### src/rtl/toy_bus_pkg.sv
// Shared toy_bus field widths, opcode encoding and route-table helper.
package toy_bus_pkg;

  localparam int unsigned ADDR_W = 32;
  localparam int unsigned DATA_W = 32;
  localparam int unsigned STRB_W = DATA_W / 8;
  localparam int unsigned ID_W   = 4;

  typedef enum logic {
    OP_READ  = 1'b0,
    OP_WRITE = 1'b1
  } toy_bus_op_e;

  // Builds a four-channel route table; id0 lands in the lowest slice (channel 0).
  function automatic logic [4*ID_W-1:0] pack_tgt_table(input logic [ID_W-1:0] id0,
                                                        input logic [ID_W-1:0] id1,
                                                        input logic [ID_W-1:0] id2,
                                                        input logic [ID_W-1:0] id3);
    return {id3, id2, id1, id0};
  endfunction

endpackage

### src/rtl/toy_bus_fwd_slice.sv
// One-entry forward register slice; the consumer signals removal through drain_i.
module toy_bus_fwd_slice #(
  parameter int unsigned W = 8
) (
  input  logic         clk,
  input  logic         rst,
  input  logic         in_vld_i,
  output logic         in_rdy_o,
  input  logic [W-1:0] in_data_i,
  input  logic         drain_i,
  output logic         full_o,
  output logic [W-1:0] data_o
);

  logic         full_q, full_d;
  logic [W-1:0] data_q, data_d;
  logic         load;

  assign in_rdy_o = !full_q || drain_i;
  assign load     = in_vld_i && in_rdy_o;

  always_comb begin
    full_d = full_q;
    data_d = data_q;
    if (load) begin
      full_d = 1'b1;
      data_d = in_data_i;
    end else if (drain_i) begin
      full_d = 1'b0;
    end
  end

  always_ff @(posedge clk) begin
    if (rst) begin
      full_q <= 1'b0;
      data_q <= '0;
    end else begin
      full_q <= full_d;
      data_q <= data_d;
    end
  end

  assign full_o = full_q;
  assign data_o = data_q;

endmodule

### src/rtl/toy_bus_ddec_reg.sv
// Registered toy_bus request decoder: routes by tgt_id through a route table,
// drops unmapped requests with an error pulse and a saturating error count.
module toy_bus_ddec_reg
  import toy_bus_pkg::*;
#(
  parameter int unsigned               NUM_OUT      = 4,
  parameter int unsigned               ADDR_W       = toy_bus_pkg::ADDR_W,
  parameter int unsigned               DATA_W       = toy_bus_pkg::DATA_W,
  parameter int unsigned               STRB_W       = toy_bus_pkg::STRB_W,
  parameter int unsigned               ID_W         = toy_bus_pkg::ID_W,
  parameter logic [NUM_OUT*ID_W-1:0]   TGT_ID_TABLE = {4'd7, 4'd5, 4'd4, 4'd3},
  parameter int unsigned               ERR_CNT_W    = 8
) (
  input  logic                 clk,
  input  logic                 rst,
  input  logic                 in0_vld,
  output logic                 in0_rdy,
  input  logic [ADDR_W-1:0]    in0_addr,
  input  logic [STRB_W-1:0]    in0_strb,
  input  logic [DATA_W-1:0]    in0_data,
  input  logic                 in0_opcode,
  input  logic [ID_W-1:0]      in0_src_id,
  input  logic [ID_W-1:0]      in0_tgt_id,
  output logic [NUM_OUT-1:0]   out_vld,
  input  logic [NUM_OUT-1:0]   out_rdy,
  output logic [ADDR_W-1:0]    out_addr,
  output logic [STRB_W-1:0]    out_strb,
  output logic [DATA_W-1:0]    out_data,
  output logic                 out_opcode,
  output logic [ID_W-1:0]      out_src_id,
  output logic [ID_W-1:0]      out_tgt_id,
  output logic                 err_vld,
  output logic [ID_W-1:0]      err_tgt_id,
  output logic [ERR_CNT_W-1:0] err_cnt
);

  localparam int unsigned SEL_W = (NUM_OUT > 1) ? $clog2(NUM_OUT) : 1;
  localparam int unsigned PAY_W = ADDR_W + STRB_W + DATA_W + 1 + 2 * ID_W;
  localparam int unsigned SLC_W = 1 + SEL_W + PAY_W;

  logic             dec_hit;
  logic [SEL_W-1:0] dec_sel;
  logic             full;
  logic             ent_hit;
  logic [SEL_W-1:0] ent_sel;
  logic             drain;
  logic [SLC_W-1:0] slc_data;

  // Decode happens before the slice so routing is resolved from the register.
  always_comb begin
    dec_hit = 1'b0;
    dec_sel = '0;
    for (int unsigned i = 0; i < NUM_OUT; i++) begin
      if (!dec_hit && (in0_tgt_id == TGT_ID_TABLE[i*ID_W +: ID_W])) begin
        dec_hit = 1'b1;
        dec_sel = SEL_W'(i);
      end
    end
  end

  // Unmapped entries leave unconditionally so a bad target never stalls the input.
  assign drain = full && (ent_hit ? out_rdy[ent_sel] : 1'b1);

  toy_bus_fwd_slice #(
    .W (SLC_W)
  ) u_slice (
    .clk       (clk),
    .rst       (rst),
    .in_vld_i  (in0_vld),
    .in_rdy_o  (in0_rdy),
    .in_data_i ({dec_hit, dec_sel, in0_addr, in0_strb, in0_data,
                 in0_opcode, in0_src_id, in0_tgt_id}),
    .drain_i   (drain),
    .full_o    (full),
    .data_o    (slc_data)
  );

  assign {ent_hit, ent_sel, out_addr, out_strb, out_data,
          out_opcode, out_src_id, out_tgt_id} = slc_data;

  always_comb begin
    out_vld = '0;
    for (int unsigned i = 0; i < NUM_OUT; i++) begin
      out_vld[i] = full && ent_hit && (ent_sel == SEL_W'(i));
    end
  end

  logic                 err_vld_q, err_vld_d;
  logic [ID_W-1:0]      err_tgt_q, err_tgt_d;
  logic [ERR_CNT_W-1:0] err_cnt_q, err_cnt_d;

  always_comb begin
    err_vld_d = full && !ent_hit;
    err_tgt_d = err_tgt_q;
    err_cnt_d = err_cnt_q;
    if (full && !ent_hit) begin
      err_tgt_d = out_tgt_id;
      if (err_cnt_q != '1) begin
        err_cnt_d = err_cnt_q + ERR_CNT_W'(1);
      end
    end
  end

  always_ff @(posedge clk) begin
    if (rst) begin
      err_vld_q <= 1'b0;
      err_tgt_q <= '0;
      err_cnt_q <= '0;
    end else begin
      err_vld_q <= err_vld_d;
      err_tgt_q <= err_tgt_d;
      err_cnt_q <= err_cnt_d;
    end
  end

  assign err_vld    = err_vld_q;
  assign err_tgt_id = err_tgt_q;
  assign err_cnt    = err_cnt_q;

endmodule

### config.mk
export PLATFORM = sky130hd
export DESIGN_NAME = toy_bus_ddec_reg
export DESIGN_NICKNAME = d
export VERILOG_FILES = /design/src/rtl/toy_bus_pkg.sv /design/src/rtl/toy_bus_fwd_slice.sv /design/src/rtl/toy_bus_ddec_reg.sv
export SDC_FILE = /design/constraint.sdc
export NUM_CORES = 1
export LEC_CHECK = 0
export CORE_ASPECT_RATIO = 1.5
export CORE_MARGIN = 5
export CORE_UTILIZATION = 35
export DETAILED_ROUTE_END_ITERATION = 6
export GPL_ROUTABILITY_DRIVEN = 0
export GPL_TIMING_DRIVEN = 0
export PLACE_DENSITY = 0.67
export SLEW_MARGIN = 20
export SYNTH_ARGS = -nofsm -noshare
export SYNTH_HDL_FRONTEND = slang
export SYNTH_SLANG_ARGS = --single-unit
### constraint.sdc
create_clock -name clk -period 1.9 [get_ports clk]
set_input_delay 0.19 -clock clk [delete_from_list [all_inputs] [get_ports clk]]
set_output_delay 0.19 -clock clk [all_outputs]
set_load 0.01 [all_outputs]
* Yosys cells after proc, flatten, opt, wreduce, memory -nomap -nowiden *
Cells that the tools add are included.

cells by class
  add/subtract/negate cells = 1
  equal/unequal tests = 8
  order comparisons = 1
  mux-type cells = 12
  reduce and logical (&&, ||, !) cells = 20

operator list
  cell                   number
  $eq A4 B3 Y1 const B   3
  $logic_and A1 B1 Y1    11
  $mux W1                9
  $add A8 B1 Y8 const B  1
  $ne A8 B8 Y1 const B   1
  $logic_not A1 Y1       5
  $eq A2 B2 Y1 const B   2
  $eq A4 B2 Y1 const B   1
  $mux W2                2
  $lt A2 B3 Y1 const B   1
  $bmux W1 S2            1
  $eq A2 B1 Y1 const B   1
  $logic_not A2 Y1       1
  $reduce_and A2 Y1      1
  $reduce_bool A2 Y1     1
  $logic_or A1 B1 Y1     1

word-level totals
  flip-flop bits (word level) = 94
  input bits = 84
  logic and storage cells = 47
  output and inout bits = 95

* Longest topological paths before layout *
Gate-level depths: netlist of the first run.

  depth after elaboration = 11
  depth in mapped cells = 7
  depth with buffers taken out = 5

* Modules after synthesis *
From an unflattened synthesis of the first run, not the netlist that was laid out.

unflattened totals
  cell total of the unflattened synthesis = 450
  area total of the unflattened synthesis = 5126.2 sq um

by module, submodules not included
  module             seq. area each (sq um)  area an instance (sq um)  cells an instance  instances
  toy_bus_fwd_slice  1621.6                  4410.5                    369                1
  toy_bus_ddec_reg   260.2                   715.7                     81                 1

* Worst setup path before layout of the first run *
OpenSTA, ideal clock, no wires.

  path type = reg-to-reg
  from = register u_slice.data_q[78] (netlist: u_slice.data_o[78])
  to = register u_slice.data_q[79] (netlist: u_slice.data_o[79])
  slack = 318 ps
  arrival time = 1511 ps
  setup time = 70 ps
  data required time = 1830 ps
  cell stages (with the launch flop) = 7
  path buffers = 2
  cells stage by stage = dfxtp_1 -> buf_4 -> mux2i_1 -> a221o_1 -> buf_2 -> or3_1 -> a21oi_1

on the way
  longest elaborated chain between the ends = 6

ends and longest elaborated chain
  element                        RTL line                 RTL
  start: declaration             toy_bus_fwd_slice.sv:16  logic [W-1:0] data_q, data_d;
  start signal: assignment       toy_bus_fwd_slice.sv:39  data_q <= data_d;
  $bmux W1 S2                    toy_bus_ddec_reg.sv:62   assign drain = full && (ent_hit ? out_rdy[ent_sel] : 1'b1);
  $mux W1 (not written as such)  toy_bus_ddec_reg.sv:62
  $mux W1                        toy_bus_ddec_reg.sv:62
  $logic_and A1 B1 Y1            toy_bus_ddec_reg.sv:62
  $logic_or A1 B1 Y1             toy_bus_fwd_slice.sv:19  assign in_rdy_o = !full_q || drain_i;
  $logic_and A1 B1 Y1            toy_bus_fwd_slice.sv:20  assign load = in_vld_i && in_rdy_o;

No other way between the ends. The select of a mux whose other input is x is not followed.
A chain may end at the register's enable or synchronous reset.

* Worst setup path in the final report of the first run *
  from = register u_slice.full_q (netlist: u_slice.full_o)
  to = output out_vld[0]

on the way
  longest elaborated chain between the ends = 2

ends and longest elaborated chain
  element                           RTL line                 RTL
  start: declaration                toy_bus_fwd_slice.sv:15  logic full_q, full_d;
  start signal: assignment          toy_bus_fwd_slice.sv:38  full_q <= full_d;
  $logic_and A1 B1 Y1 (2 in a row)  toy_bus_ddec_reg.sv:84   out_vld[i] = full && ent_hit && (ent_sel == SEL_W'(i));
  end: declaration                  toy_bus_ddec_reg.sv:24   output logic [NUM_OUT-1:0] out_vld,

No other way between the ends.

==> results.py, run 1 <==
metrics = {
    "run_status": {
        "outcome": "finished clean",
    },
    "setup_path": {
        "critPathArrivalTime_ps": 1630,
        "worstReg2RegEnd": "u_slice.data_o[79]",
        "criticalPathCategory": "flip-flop to output pin",
        "worst_r2r_startpoint": "u_slice.data_o[78]",
        "beginning_of_the_critical_path": "u_slice.full_o",
        "setup.worst_path.start_class": "flip-flop",
        "cp_endpoint": "out_vld[0]",
        "required_worst_endpoint_ps": 1710,
        "critPathMaxFanout": 5,
        "r2r_setup_slack_ps": 90,
        "setup.worst_path.end_class": "output pin",
        "r2r_cells": 6,
    },
    "sta": {
        "post-route-period-util": 0.957,
        "post_layout_minimum_cycle_time_ps": 1820,
        "finalHoldWorstSlack_ps": 227,
        "finalSetupViolations": 0,
        "final-max-slew-violation-count": 0,
        "fin_worst_skew_ps": 6.04,
        "slew_headroom": 0.603,
        "hold_viol_final": 0,
        "tightestPinTransition_ps": 595,
        "unrepaired_setup_endpoints_after_global_routing": "true",
        "fmaxAchievable_mhz": 550,
    },
    "finish": {
        "multi_input_comb_area_um2": 1440,
        "sequential_cell_area_um2": 1880,
        "layout_common_cells": "clkdlybuf4s50_1 (176), nand2_1 (166), dfxtp_1 (93), a21oi_1 (86), buf_4 (82)",
        "n_antenna_cell": 0,
        "nNetsFinal": 779,
        "mostFrequentLayoutCell": "clkdlybuf4s50_1",
        "final_layout_size_suffix_gt1_frac": 0.169,
        "final_cell_count_no_fill": 846,
        "nFillCells": 1034,
        "area_growth_syn_to_layout_pct": 58.2,
        "finish.utilization": 0.569,
    },
    "routing": {
        "routed_wl_mm": 11.1,
        "route.detailed.vias_per_inst": 4.45,
        "drtPass1Iterations": 4,
        "drt.antenna.violating_nets": 0,
        "detail_route.iter0.violations": 77,
        "wire_per_inst_um": 13.2,
        "num_vias": 3768,
        "route.detailed.drc": 0,
    },
    "clock_network": {
        "cts-htree-levels": 3,
        "worstSkewPairLatency_ps": 330,
        "cts.root.buffer_cell": "clkbuf_16",
        "tritoncts_clock_tree": "done",
        "clk_path_buf_depth": 2,
        "clock_slew_at_reported_path_ffs_ps": 60,
        "cts-hold-fix-buffers": 0,
        "cts_buffers": 9,
        "clock_sink_count": 94,
    },
    "global_routing": {
        "grt_max_degree": 16,
        "grt_pass1_wl_mm": 18.5,
        "grt-ovfl-total": 0,
        "grt.total_usage": 0.165,
        "antenna_found_initial": 0,
        "grt_pass1_vias": 3785,
    },
    "worst_hold_path": {
        "worstHoldPathType": "input port to flip-flop",
        "min_from": "rst",
    },
    "logic_synthesis": {
        "ys.warnings.count": 0,
        "postSynth.asyncResetShare": 0,
        "synth.yosys.seq_area_share": 0.471,
        "synth.top_cells.by_area": "dfxtp_1 (47%), nand2_1 (16%), buf_4 (15%), a21oi_1 (11%), buf_2 (1.9%)",
        "synth_top_area_cell": "dfxtp_1",
        "synthDominantCellAreaShare": 0.471,
        "synth_enable_flop_cells": 0,
        "mappedNetlistArea_um2": 4000,
        "synthDistinctLibCells": 32,
        "syn_nets": 588,
        "postSynth.topFlopCell": "dfxtp_1",
        "cells_after_synthesis": 503,
        "synth-seq-cells": 94,
        "post_synth.cell_area_avg_um2": 7.94,
    },
    "place": {
        "placement.io_buffers": 177,
        "place_hpwl_mm": 8.87,
        "dp_cells": 827,
    },
    "pwr": {
        "vdd_drop_max_uv": 519,
        "power.density_nw_per_um2": 746,
        "power_mw": 4.71,
        "p_leak_nw": 2.57,
    },
    "floorplan": {
        "initial_utilization": 0.360,
        "core_area_um2": 11100,
        "floorplan.rows": 47,
        "ios": 179,
        "die_height_um": 141,
        "x_dimension_of_the_die_um": 97.2,
        "die-area_um2": 13700,
    },
    "job": {
        "maxCapViolations": 0,
    },
}
flip-flops by register name, summed over array words and instances (netlist names):
register,flops
err_tgt_id,4
u_slice.full_o,1
err_vld,1
u_slice.data_o,80
err_cnt,8
cells in the mapped netlist (2+ instances only):
cell        n
clkbuf_1   11
o21ai_0     2
nor3_1      2
inv_1       3
or3_1       2
dfxtp_1    94
a31oi_1     2
nand2_1   166
nor2_1      6
and2_1      2
mux2i_1     5
nand4_1     3
buf_4      79
nor2b_1     4
buf_2      15
and3_1      2
a21oi_1    86
nand3_1     4
xnor2_1     2
report_power, final:
group / internal, mW / switching (mW) / total, mW
clock network: 1.06 / 0.729 / 1.78
registers: 2.07 / 0.0527 / 2.12
logic: 0.495 / 0.309 / 0.804
total: 3.62 / 1.09 / 4.71
worst max-delay path: stages (launching register included):
cell	delay (ps)
dfxtp_1	360
and3b_2	260
nor2b_1	140
clkdlybuf4s50_1	540
cell families (layout without fill, tap and decap cells):
family	count (synthesis)	count (layout)	synth area share
simple gates	195	195	0.197
buf+inv	108	304	0.180
compound gates	97	97	0.130
flops	94	94	0.471
mux	5	5	0.0125
xor+xnor	3	3	0.00658
fa+ha+maj	1	1	0.00313
area by class of cell:
type                            instances  area share
Clock buffer                           11      0.0384
Clock inverter                          5     0.00930
Inverter                                3     0.00178
Sequential cell                        94       0.298
Multi-Input combinational cell        301       0.227
Buffer                                105       0.113
Tap cell                              147      0.0291
Timing Repair Buffer                  180       0.284
stage by stage:
step	worst slack (ps)	setup TNS, ps	instance area (µm²)
floorplan	318	0	4000
global placement	-310	-13100	5950
detailed placement	-288	-11340	5950
CTS	-20.5	-40.3	6270
global route	-21.2	-52.8	6320
finish	82.5	0	6320
how the worst min path moves through the flow:
stage,cells past startpoint,to
3_5_place_dp,2,u_slice.data_o[8]
2_1_floorplan,2,u_slice.data_o[10]
3_3_place_gp,2,u_slice.data_o[54]
4_1_cts,2,err_cnt[4]
6_report,2,err_cnt[4]
5_1_grt,2,u_slice.data_o[46]
per-layer routing:
metal / part of all wire / wire (µm) / vias up / global-route usage
met1: 0.39 / 4290 / 1689 / 0.179
met4: 0.020 / 223 / 0 / 0.0642
li1: - / - / 1937 / -
met5: 0 / 0 / - / 0
met3: 0.077 / 855 / 15 / 0.0549
met2: 0.52 / 5780 / 127 / 0.297
what timing repair did:
action | in CTS | in global routing
gates resized for setup | 5 | 6
setup endpoints to repair | 22 | 82
pin swaps | 0 | 2
hold endpoints to repair | 0 | 0
setup buffers | 0 | 3
Power figures use the tool's default switching activity.
==> run 2: changes to the inputs <==
==> constraint.sdc (replaced) <==
create_clock -name clk -period 1.9 [get_ports clk]
set_input_delay 0.19 -clock clk [delete_from_list [all_inputs] [get_ports clk]]
set_output_delay 0.19 -clock clk [all_outputs]
set_load 0.005 [all_outputs]
==> results.py, run 2 (synthesis gave the netlist of run 1 again) <==
metrics = {
    "setup_path": {
        "beginning_of_the_critical_path": "u_slice.data_o[78]",
        "required_worst_endpoint_ps": 2160,
        "worstReg2RegEnd": "u_slice.data_o[79]",
        "cp_endpoint": "u_slice.data_o[79]",
        "r2r_cells": 6,
        "critPathArrivalTime_ps": 2080,
        "crit_path_cell_trace": "buf_4, mux2i_4, a221o_1, buf_2, or3_1, a21oi_1",
        "worst_r2r_startpoint": "u_slice.data_o[78]",
        "crit_path_top_delay_cell": "or3_1",
        "r2r_setup_slack_ps": 80,
        "cpPeakStageDelay_ps": 380,
        "critPathMaxFanout": 9,
        "setup.worst_path.start_class": "flip-flop",
        "setup.worst_path.end_class": "flip-flop",
        "criticalPathCategory": "flip-flop to flip-flop",
    },
    "finish": {
        "largest_register_ffs": 80,
        "nFillCells": 1035,
        "area_growth_syn_to_layout_pct": 58.2,
        "mostFrequentLayoutCell": "clkdlybuf4s50_1",
        "final_design_instance_area_without_fill_um2": 6320,
        "nNetsFinal": 778,
        "layout_common_cells": "clkdlybuf4s50_1 (176), nand2_1 (166), dfxtp_1 (94), a21oi_1 (86), buf_4 (79)",
        "final_layout_size_suffix_gt1_frac": 0.166,
        "n_antenna_cell": 0,
    },
    "sta": {
        "timing.setup.tns_ps": 0,
        "unrepaired_setup_endpoints_after_global_routing": "true",
        "fin_worst_skew_ps": 6.72,
        "post-route-period-util": 0.956,
        "finalSetupViolations": 0,
        "slew_headroom": 0.594,
        "post_layout_minimum_cycle_time_ps": 1820,
        "fmaxAchievable_mhz": 551,
        "hold_viol_final": 0,
        "tightestPinTransition_ps": 608,
        "final-max-slew-violation-count": 0,
    },
    "global_routing": {
        "grt_pass1_wl_mm": 18.4,
        "grt_max_degree": 16,
        "antenna_found_initial": 0,
        "grt.total_usage": 0.165,
        "grt-ovfl-total": 0,
        "grt_pass1_vias": 3780,
    },
    "pwr": {
        "power.density_nw_per_um2": 739,
        "power_mw": 4.68,
        "vdd_drop_max_uv": 519,
        "p_leak_nw": 2.57,
    },
    "place": {
        "place_hpwl_mm": 8.87,
        "placement.io_buffers": 177,
        "placed_cell_area_um2": 5950,
    },
    "floorplan": {
        "core_area_um2": 11100,
        "die_height_um": 141,
        "initial_utilization": 0.360,
        "ios": 179,
        "die-area_um2": 13700,
        "floorplan.rows": 47,
        "x_dimension_of_the_die_um": 97.2,
    },
    "clock_network": {
        "clk_path_buf_depth": 2,
        "tritoncts_clock_tree": "done",
        "cts_buffers": 9,
        "clock_sink_count": 94,
        "worstSkewPairLatency_ps": 330,
        "cts.root.buffer_cell": "clkbuf_16",
        "clock_slew_at_reported_path_ffs_ps": 60,
        "cts-htree-levels": 3,
        "cts-hold-fix-buffers": 0,
    },
    "job": {
        "maxCapViolations": 0,
    },
    "routing": {
        "drtPass1Iterations": 4,
        "route.detailed.vias_per_inst": 4.43,
        "routed_wl_mm": 11.2,
        "detail_route.iter0.violations": 85,
        "route.detailed.drc": 0,
        "num_vias": 3746,
        "drt.antenna.violating_nets": 0,
        "wire_per_inst_um": 13.2,
    },
    "worst_hold_path": {
        "worstHoldPathType": "input port to flip-flop",
    },
    "run_status": {
        "outcome": "finished clean",
    },
}
run 2: metal layers:
layer	up-vias	global-route usage	share of wire
met3	15	0.0549	0.075
met2	123	0.297	0.52
met1	1674	0.178	0.39
li1	1934	-	-
met5	-	0	0
met4	0	0.0642	0.019
run 2: area by class of cell:
| class | instances | area (µm²) | share of cell area |
|---|---|---|---|
| plain buffers | 105 | 713 | 0.113 |
| clock buffers | 11 | 243 | 0.0384 |
| clock inverters | 5 | 58.8 | 0.00930 |
| inverters | 3 | 11.3 | 0.00178 |
| multi-input cells | 301 | 1430 | 0.227 |
| flip-flops and latches | 94 | 1880 | 0.298 |
| well taps | 147 | 184 | 0.0291 |
| repair buffers | 179 | 1800 | 0.284 |
run 2: how the worst min path moves through the flow:
| stage | startpoint | to | slack (ps) | cells after the start |
|---|---|---|---|---|
| after floorplan | in0_data[1] | u_slice.data_o[10] | 330 | 2 |
| after global routing | rst | u_slice.data_o[46] | 260 | 2 |
| after detailed placement | u_slice.data_o[8] | u_slice.data_o[8] | 450 | 2 |
| after global placement | u_slice.data_o[54] | u_slice.data_o[54] | 440 | 2 |
| final | rst | err_cnt[4] | 230 | 2 |
| after CTS | rst | err_cnt[4] | 220 | 2 |
run 2: timing repair:
item                       CTS  global route
pin swaps                    1             2
hold endpoints to repair     0             0
resized for setup            8             1
setup endpoints to repair   20            24
buffers inserted             0             2
run 2: worst max-delay path, delay by kind of cell (launching register included):
kind	cells	cell delay, ps
flops	1	300
simple gates	1	380
mux	1	210
buf+inv	2	360
compound gates	2	490
run 2: per-stage QoR:
stage	hold WS (ps)	cells	setup WS (ps)	utilization
global route	264	845	-24.7	0.569
global placement	442	827	-310	0.536
floorplan	326	503	318	-
CTS	218	843	7.56	0.566
finish	228	845	84.2	0.569
detailed placement	448	827	-288	0.536
run 2: report_power, final:
group	switching, mW	leakage (nW)	internal, mW
clock	0.727	0.142	1.06
combinational	0.273	1.65	0.496
sequential	0.0528	0.773	2.07
